===== config.mk =====
export PLATFORM = sky130hd
export DESIGN_NAME = tero_measure_ctrl
export DESIGN_NICKNAME = d
export VERILOG_FILES = /design/src/rtl/tero_pkg.sv /design/src/rtl/tero_edge_sync.sv /design/src/rtl/tero_measure_ctrl.sv
export SDC_FILE = /design/constraint.sdc
export NUM_CORES = 1
export LEC_CHECK = 0
export CORE_MARGIN = 3
export CORE_UTILIZATION = 25
export DETAILED_ROUTE_END_ITERATION = 16
export DONT_BUFFER_PORTS = 1
export HOLD_SLACK_MARGIN = 0.03
export PLACE_DENSITY = 0.48
export SLEW_MARGIN = 10
export SYNTH_ARGS = -nofsm -noshare
export SYNTH_HDL_FRONTEND = slang
export SYNTH_HIERARCHICAL = 1
export SYNTH_SLANG_ARGS = --single-unit

===== constraint.sdc =====
create_clock -name clk -period 1.9 [get_ports clk]
set_input_delay 0.38 -clock clk [delete_from_list [all_inputs] [get_ports clk]]
set_output_delay 0.38 -clock clk [all_outputs]
set_load 0.01 [all_outputs]

===== src/rtl/tero_pkg.sv =====
// tero_pkg: shared types and default constants for the TERO measurement controller
package tero_pkg;
  typedef enum logic [2:0] {IDLE, SETTLE, RUN, DRAIN, REPORT} tero_meas_state_t;
  localparam int TERO_N_TERO_BITS   = 32;
  localparam int TERO_CNT_BITS      = 16;
  localparam int TERO_N_PAIRS       = 16;
  localparam int TERO_SETTLE_CYCLES = 4;
  localparam int TERO_WINDOW_CYCLES = 1024;
  localparam int TERO_SYNC_DEPTH    = 2;
  localparam int TERO_DRAIN_CYCLES  = 2;
endpackage


===== src/rtl/tero_edge_sync.sv =====
// tero_edge_sync: synchronizes the async oscillator and flags its rising edges
// Ports: clk, reset (sync, active-high), osc_in (async), edge_pulse (one cycle per rising edge)
module tero_edge_sync
  import tero_pkg::*;
(
  input  logic clk,
  input  logic reset,
  input  logic osc_in,
  output logic edge_pulse
);
  logic [TERO_SYNC_DEPTH-1:0] sync;
  logic prev;
  always_ff @(posedge clk) begin
    if (reset) begin
      sync <= '0;
      prev <= 1'b0;
    end else begin
      sync <= {sync[TERO_SYNC_DEPTH-2:0], osc_in};
      prev <= sync[TERO_SYNC_DEPTH-1];
    end
  end
  assign edge_pulse = sync[TERO_SYNC_DEPTH-1] & ~prev;
endmodule


===== src/rtl/tero_measure_ctrl.sv =====
// tero_measure_ctrl: sweeps TERO pairs, counts oscillator edges per window, emits pair response bits
// Ports: clk, reset (sync, active-high), start, tero_idx, osc_in (async) in;
//        idx_clear, increment, tero_en, busy, count, count_idx, count_valid,
//        resp_bit, resp_valid, done out.
// Build option: TERO_CNT_SAT_EN makes the edge counter saturate instead of wrap.
module tero_measure_ctrl
  import tero_pkg::*;
#(
  parameter int N_TERO_BITS   = TERO_N_TERO_BITS,
  parameter int CNT_BITS      = TERO_CNT_BITS,
  parameter int N_PAIRS       = TERO_N_PAIRS,
  parameter int SETTLE_CYCLES = TERO_SETTLE_CYCLES,
  parameter int WINDOW_CYCLES = TERO_WINDOW_CYCLES
) (
  input  logic                   clk,
  input  logic                   reset,
  input  logic                   start,
  input  logic [N_TERO_BITS-1:0] tero_idx,
  input  logic                   osc_in,
  output logic                   idx_clear,
  output logic                   increment,
  output logic                   tero_en,
  output logic                   busy,
  output logic [CNT_BITS-1:0]    count,
  output logic [N_TERO_BITS-1:0] count_idx,
  output logic                   count_valid,
  output logic                   resp_bit,
  output logic                   resp_valid,
  output logic                   done
);
  localparam int TW = $clog2(WINDOW_CYCLES > SETTLE_CYCLES ? WINDOW_CYCLES : SETTLE_CYCLES) + 1;
  localparam int PW = $clog2(N_PAIRS) + 1;
  tero_meas_state_t state, state_nx;
  logic [TW-1:0] tmr;
  logic [PW-1:0] pair;
  logic flag;
  logic [CNT_BITS-1:0] cnt, cnt_a, cnt_inc, count_q;
  logic [N_TERO_BITS-1:0] idx_q, count_idx_q;
  logic resp_q, edge_pulse, settle_end, run_end, drain_end, last, report, cnt_en;
  tero_edge_sync u_sync (
    .clk       (clk),
    .reset     (reset),
    .osc_in    (osc_in),
    .edge_pulse(edge_pulse)
  );
`ifdef TERO_CNT_SAT_EN
  assign cnt_inc = &cnt ? cnt : cnt + 1'b1;
`else
  assign cnt_inc = cnt + 1'b1;
`endif
  assign settle_end = tmr == TW'(SETTLE_CYCLES - 1);
  assign run_end    = tmr == TW'(WINDOW_CYCLES - 1);
  assign drain_end  = tmr == TW'(TERO_DRAIN_CYCLES - 1);
  assign last       = flag && pair == PW'(N_PAIRS - 1);
  always_ff @(posedge clk) begin
    if (reset) state <= IDLE;
    else state <= state_nx;
  end
  always_comb begin
    state_nx    = state;
    report      = state == REPORT;
    cnt_en      = state == RUN || state == DRAIN;
    idx_clear   = state == IDLE && start && !reset;
    increment   = report;
    count_valid = report;
    resp_valid  = report && flag;
    done        = report && last;
    tero_en     = state == RUN;
    busy        = state != IDLE;
    count       = report ? cnt : count_q;
    count_idx   = report ? idx_q : count_idx_q;
    resp_bit    = report && flag ? cnt_a > cnt : resp_q;
    case (state)
      IDLE:    state_nx = start ? SETTLE : IDLE;
      SETTLE:  state_nx = settle_end ? RUN : SETTLE;
      RUN:     state_nx = run_end ? DRAIN : RUN;
      DRAIN:   state_nx = drain_end ? REPORT : DRAIN;
      REPORT:  state_nx = last ? IDLE : SETTLE;
      default: state_nx = IDLE;
    endcase
  end
  always_ff @(posedge clk) begin
    if (reset) begin
      tmr         <= '0;
      pair        <= '0;
      flag        <= 1'b0;
      cnt         <= '0;
      cnt_a       <= '0;
      count_q     <= '0;
      idx_q       <= '0;
      count_idx_q <= '0;
      resp_q      <= 1'b0;
    end else begin
      tmr <= (state_nx != state || state == IDLE) ? '0 : tmr + 1'b1;
      if (idx_clear) begin
        pair <= '0;
        flag <= 1'b0;
      end
      // the counter starts fresh right before the window; edges are still absorbed through DRAIN
      if (state == SETTLE && settle_end) begin
        cnt   <= '0;
        idx_q <= tero_idx;
      end else if (cnt_en && edge_pulse) cnt <= cnt_inc;
      if (report) begin
        count_q     <= cnt;
        count_idx_q <= idx_q;
        flag        <= ~flag;
        if (!flag) cnt_a <= cnt;
        else begin
          resp_q <= cnt_a > cnt;
          pair   <= pair + 1'b1;
        end
      end
    end
  end
endmodule


==> reports/metrics.yaml, run 1 <==
vias_per_cell: 4.517
area_growth_pct: 33.49
ys_ff_latch: 136
synthFlopType: "dfxtp_1"
cts_tree: "built"
clk_latency_ns: 0.42
synth_fp_nets: 694
cts.clk_slew.worst_paths_ns: 0.06
synth_top_area_cell: "dfxtp_1"
drive_gt1_share_pct: 29.02
violations: "negative setup slack"
holdCritPathClass: "in2reg"
yosysTopAreaCellShare_pct: 46.96
grt_setup_unrepaired: "yes"
report.final.hold_viol_count: 0
mostFrequentLayoutCells: "dfxtp_1, nand2_1, a21oi_1, nor2b_1, mux2_4"
hpwl_mm: 9.086
peakVddDrop_mv: 0.5074
first_global_vias: 4248
globalRouteTotalUtil_pct: 12.37
initial_core_util_pct: 25.53
critPathArrivalTime_ns: 1.95
finalPower_mw: 6.404
clock_sinks: 136
dieArea_um2: 25060
cts_buffer_depth: 2
end_kind: "output port"
p_leak_nw: 2.827
power_density_nw_per_um2: 827.4
rr_startpoint: "state[1]"
core_area_um2: 22710
dp_cells: 935
finalWorstSetupSlack_ns: -0.4327
ff2ff_path_depth: 7
antenna_found_initial: 0
nFillCells: 2341
status: "finished with violations"
ys_seq_area_share_pct: 46.96
synth_compound_area_share_pct: 8.632
synth-edff-count: 0
antenna-diode-count: 0
ys_warn_count: 6
routedWlPerCell_um: 15.52
via_count: 4463
synthAdderAreaFrac_pct: 4.532
routabilityCongestion: 0.7626
synthArstFlopShare_pct: 0
grt_pass1_wl_mm: 23.71
avgSynthCellArea_um2: 9.102
criticalPathCategory: "reg2out"
layout_commonest_cell: "dfxtp_1"
routed_wl_mm: 15.33
synth_cell_types: 52
hold_start: "reset"
critical_path.startpoint_type: "flop"
cts_buffers: 17
drtPass1Iterations: 4
grt_max_degree: 87
finalCritPeriodShare_pct: 122.8
required_ns: 1.52
fin_nets: 747
drc_errors: 0
io_buffers: 0
cp_max_fo: 3
cts_max_level: 4
fp-row-count: 55
setup_violations: 52
ant_nets: 0
fmax_mhz: 428.7
maxCapViolCount: 0
grt_overflow: 0
syn_area_um2: 5798
reg2reg_slack_ns: 0.11
synthMuxAreaShare_pct: 9.883
relSlewSlack_pct: 70.81
synth_top_family_by_area: "simple AND/OR/NAND/NOR gates"
fin_cells: 988
synth_simple_gate_area_share_pct: 23.07
tightest_slew_ns: 0.4346
startpoint: "cnt_a[14]"
skew_ns: 0.01012
slew_viol_final: 0
die_w_um: 158.3
cts_root_buf: "clkbuf_16"
chipHeight_um: 158.3
reg2reg_to: "cnt[11]"
ioPinCount: 92
min_period_ns: 2.333
drtIter0Drc: 237
endpoint: "resp_bit"
synth_cells: 637
netlist_top_cells_area: "dfxtp_1, mux2_2, nand2_1"
synthXorXnorAreaFrac_pct: 2.568
per-stage QoR:
step	setup TNS [ns]	worst slack (ns)	utilization (%)	area (µm²)	hold WS, ns
floorplan	0	0.01708	-	5798	0.4138
global placement	-0.1292	-0.1292	28.27	6420	0.4226
detailed placement	-0.1653	-0.1653	28.27	6420	0.4324
CTS	-12.84	-0.4594	34.21	7769	0.03381
global route	-11.58	-0.5529	34.08	7740	0.03116
finish	-8.254	-0.4327	34.08	7740	0.07450
cell usage after synthesis, types with 2 or more instances:
master,number
dfxtp_1,136
nand2_1,111
a21oi_1,65
nor2b_1,56
mux2_2,50
nor2_1,26
inv_1,22
ha_1,21
clkbuf_1,18
buf_2,14
nand4_1,13
xnor2_1,11
nand3_1,10
o21ai_0,9
nor3_1,8
or3_1,6
xor2_1,6
and3_1,5
and4_1,5
a31oi_1,4
and2_1,4
nand2b_1,3
a41oi_1,2
buf_4,2
clkbuf_2,2
o31ai_1,2
critical path, cell delays in order, from the launching register on:
cell and delay (ns):
dfxtp_1 0.35, ha_4 0.28, nand4_1 0.15, nor3_2 0.28, o21ai_1 0.13, a31oi_1 0.19
buf_4 0.16
what timing repair did:
| item | in CTS | in global routing |
|---|---|---|
| hold buffers | 1 | 1 |
| resized for setup | 106 | 33 |
| cloned | 7 | 0 |
| setup buffers | 15 | 7 |
| pin swaps | 14 | 11 |
| setup endpoints to repair | 54 | 89 |
| endpoints found under the hold margin | 27 | 1 |
report_power, final:
group	total [mW]	internal (mW)	leakage [nW]	switching, mW
clock network	3.44	2.13	0.294	1.32
registers	2.86	2.86	1.10	0.00440
logic	0.102	0.0515	1.43	0.0501
total	6.40	5.03	2.83	1.37
logic make-up after synthesis:
group	after synthesis
simple gates	262
flops	136
compound gates	90
buf+inv	60
mux	51
fa+ha+maj	21
xor+xnor	17
layer usage:
metal	global-route usage, %	vias to the layer above	part of all wire, %
li1	-	2264	-
met1	16.17	2111	47
met2	19.60	74	47
met3	3.887	14	5.1
met4	3.810	0	1.4
met5	0	-	0
worst min-delay path by stage:
stage	endpoint	slack, ns	depth (start not counted)
after floorplan	u_sync/sync[1]	0.41	1
after detailed placement	u_sync/sync[1]	0.43	1
after global routing	count_idx_q[5]	0.03	1
after global placement	u_sync/sync[1]	0.42	1
final	count_idx_q[5]	0.07	1
after CTS	count_idx_q[5]	0.03	1
area by class of cell:
cell class              count  area, µm²  area share, %
multi-input cells         441       3201          41.35
flip-flops and latches    136       2745          35.47
repair buffers             71      734.5          9.489
clock buffers              20      446.7          5.771
well taps                 285      356.6          4.607
clock inverters            12      165.2          2.134
inverters                  23      91.34          1.180
registers in the layout, summed over array words and instances (netlist names):
name         cells
cnt_a           16
pair             5
state            3
count_q         16
u_sync/prev      1
count_idx_q     32
flag             1
cnt             16
idx_q           32
tmr             11
u_sync/sync      2
resp_q           1
Power figures use the tool's default switching activity.
==> run 2, diff against run 1 <==
--- a/config.mk
+++ b/config.mk
@@ -7,6 +7,7 @@
 export LEC_CHECK = 0
 export CORE_MARGIN = 3
 export CORE_UTILIZATION = 25
+export CTS_CLUSTER_SIZE = 12
 export DETAILED_ROUTE_END_ITERATION = 16
 export DONT_BUFFER_PORTS = 1
 export HOLD_SLACK_MARGIN = 0.03
==> results of run 2 <==
Final layout, timing and power as in run 1 (identical DEF).
==> run 3, diff against run 2 <==
--- a/config.mk
+++ b/config.mk
@@ -5,6 +5,7 @@
 export SDC_FILE = /design/constraint.sdc
 export NUM_CORES = 1
 export LEC_CHECK = 0
+export CORE_ASPECT_RATIO = 1.2
 export CORE_MARGIN = 3
 export CORE_UTILIZATION = 25
 export CTS_CLUSTER_SIZE = 12
==> run 3 against run 2 <==
Against the previous run: the flow still finishes with violations (negative setup slack); first-iteration DRC count down 13%; global-route usage down 0.26 points; clock-buffer cell count down 2; combinational power down 26%; critical path depth up 2; non-clock buffer count up 15; register-to-register slack worse by 0.07 ns; clock skew down 0.0022 ns; clock power about the same; cell count up 4.0%.
==> reports/metrics.yaml, run 3 (synthesized netlist as in run 1, its figures left out) <==
fin_util_pct: 35.57  # +1.5 points
routed_wl_mm: 15.98  # +4.3%
drive_gt1_share_pct: 31.48  # +2.5 points
critical_path.startpoint_type: "flop"
finalCritPeriodShare_pct: 121.6  # -1.2 points
hold_end: "u_sync/sync[0]"
ff2ff_path_depth: 7  # unchanged
rr_startpoint: "state[2]"
critPathArrivalTime_ns: 1.93  # -0.02 ns
startpoint: "cnt[11]"
cts_max_level: 4  # unchanged
dieArea_um2: 25060  # about the same
criticalPathCategory: "reg2out"
holdCritPathClass: "in2reg"
cts_buffer_depth: 2  # unchanged
drtIter0Drc: 206  # -13%
clock_sinks: 136  # unchanged
grt_overflow: 0  # unchanged
min_delay_path_depth: 1  # unchanged
hold_start: "reset"
grt_setup_unrepaired: "yes"
ant_nets: 0  # unchanged
reg2reg_to: "cnt[14]"
required_ns: 1.52  # about the same
fmax_mhz: 432.8  # +0.96%
reg.largest.list: "count_idx_q (32), idx_q (32)"
routedWlPerCell_um: 15.55  # +0.21%
routabilityCongestion: 0.7499  # -1.7%
min_period_ns: 2.311  # -0.02218 ns
hpwl_mm: 9.436  # +3.9%
tightest_slew_ns: 0.4897  # +0.05519 ns
cts_tree: "built"
globalRouteTotalUtil_pct: 12.11  # -0.26 points
cpPeakStageDelay_ns: 0.33  # -0.02 ns
fp-row-count: 60  # +9.1%
die_w_um: 145.0  # -8.4%
grt_max_degree: 110  # +26%
area_growth_pct: 38.63
setup_violations: 50  # -3.8%
report.final.hold_viol_count: 0  # unchanged
grt_pass1_wl_mm: 24.20  # +2.1%
cts.clk_slew.worst_paths_ns: 0.06  # about the same
vias_per_cell: 4.404  # -2.5%
violations: "negative setup slack"
slew_viol_final: 0  # unchanged
ioPinCount: 92  # unchanged
fin_setup_tns_ns: -10.21  # -1.957 ns
chipHeight_um: 172.8  # +9.2%
core_area_um2: 22600  # -0.50%
fin_nets: 762  # +2.0%
end_kind: "output port"
drtPass1Iterations: 4  # unchanged
skew_ns: 0.007887  # -0.002235 ns
maxCapViolCount: 0  # unchanged
slowest_stage: "dfxtp_1"
p_leak_nw: 2.936  # +3.8%
peakVddDrop_mv: 0.5932  # +17%
antenna_found_initial: 0  # unchanged
path_delay_family: "simple AND/OR/NAND/NOR gates"
cp_max_fo: 3  # unchanged
first_global_vias: 4379  # +3.1%
via_count: 4527  # +1.4%
finalPower_mw: 6.359  # -0.71%
status: "finished with violations"
reg2reg_slack_ns: 0.04  # -0.07 ns
initial_core_util_pct: 25.66  # +0.13 points
power_density_nw_per_um2: 791.1  # -4.4%
cts_buffers: 17  # unchanged
mostFrequentLayoutCells: "dfxtp_1, nand2_1, a21oi_1, nor2b_1, buf_4"
finalWorstSetupSlack_ns: -0.4105  # +0.02218 ns
cts_root_buf: "clkbuf_16"
cp_num_buf_inv: 3  # +2
clk_latency_ns: 0.42  # about the same
io_buffers: 0  # unchanged
relSlewSlack_pct: 67.10  # -3.7 points
layout_commonest_cell: "dfxtp_1"
drc_errors: 0  # unchanged
antenna-diode-count: 0  # unchanged
pre_cts_ws_ns: -0.1910  # -0.02568 ns
path_cells: "inv_1 > ha_4 > nand4_1 > nor3_2 > buf_4 > a31o_4 > a31oi_4 > buf_6"
==> run 3: changes by cell type in the layout (fill, tap and decap cells not counted), moves of 4 or more <==
cell,delta
a21oi_1,-4
a21oi_2,+4
inv_1,+4
clkbuf_16,+4
buf_4,+9
inv_2,-4
==> run 3: routing by layer <==
metal / share of wire (%) / global-route usage (%)
met5: 0 / 0
met4: 1.3 / 3.723
met3: 4.8 / 4.325
met2: 50 / 20.01
met1: 44 / 14.85
==> run 3: area by class of cell <==
cell class              instances  area, µm²
fillers                      2297      14560
multi-input cells             441       3281
flip-flops and latches        136       2743
repair buffers                 86      927.1
clock buffers                  18      439.2
well taps                     310      387.9
clock inverters                14      172.7
inverters                      23      87.58
==> run 3: worst max path at each step <==
stage | cells after the start | endpoint
after floorplan | 6 | resp_bit
after global placement | 8 | resp_bit
after detailed placement | 7 | resp_bit
after CTS | 8 | resp_bit
after global routing | 8 | resp_bit
final | 8 | resp_bit
==> run 3: what timing repair did <==
| action | CTS | global route |
|---|---|---|
| endpoints found under the setup margin | 52 | 93 |
| buffers inserted | 11 | 8 |
| gates cloned | 4 | 4 |
| pin swaps | 19 | 6 |
| hold endpoints to repair | 2 | 4 |
| resized for setup | 108 | 24 |
| hold buffers | 2 | 2 |
==> run 3: where the power goes <==
group	internal, mW	switching [mW]	total (mW)	leakage [nW]
Combinational	0.0346	0.0409	0.0755	1.54
Clock	2.11	1.31	3.42	0.297
Sequential	2.86	0.00536	2.86	1.10
==> run 3: metrics by stage <==
stage          instances  hold WS, ns  area [µm²]
5_1_grt             1028      0.03175        8038
6_report            1028      0.04834        8038
4_1_cts             1016      0.03294        7800
3_3_place_gp         967       0.4350        6504
2_1_floorplan        637       0.4138        5798
3_5_place_dp         967       0.4376        6504
==> run 3: worst register-to-register path, stage by stage, from the launching register on <==
cell and delay (ns):
dfxtp_2 0.32, buf_6 0.11, buf_4 0.12, buf_4 0.15, and4b_2 0.33, nand3_4 0.13
or4_4 0.51, a21oi_2 0.14
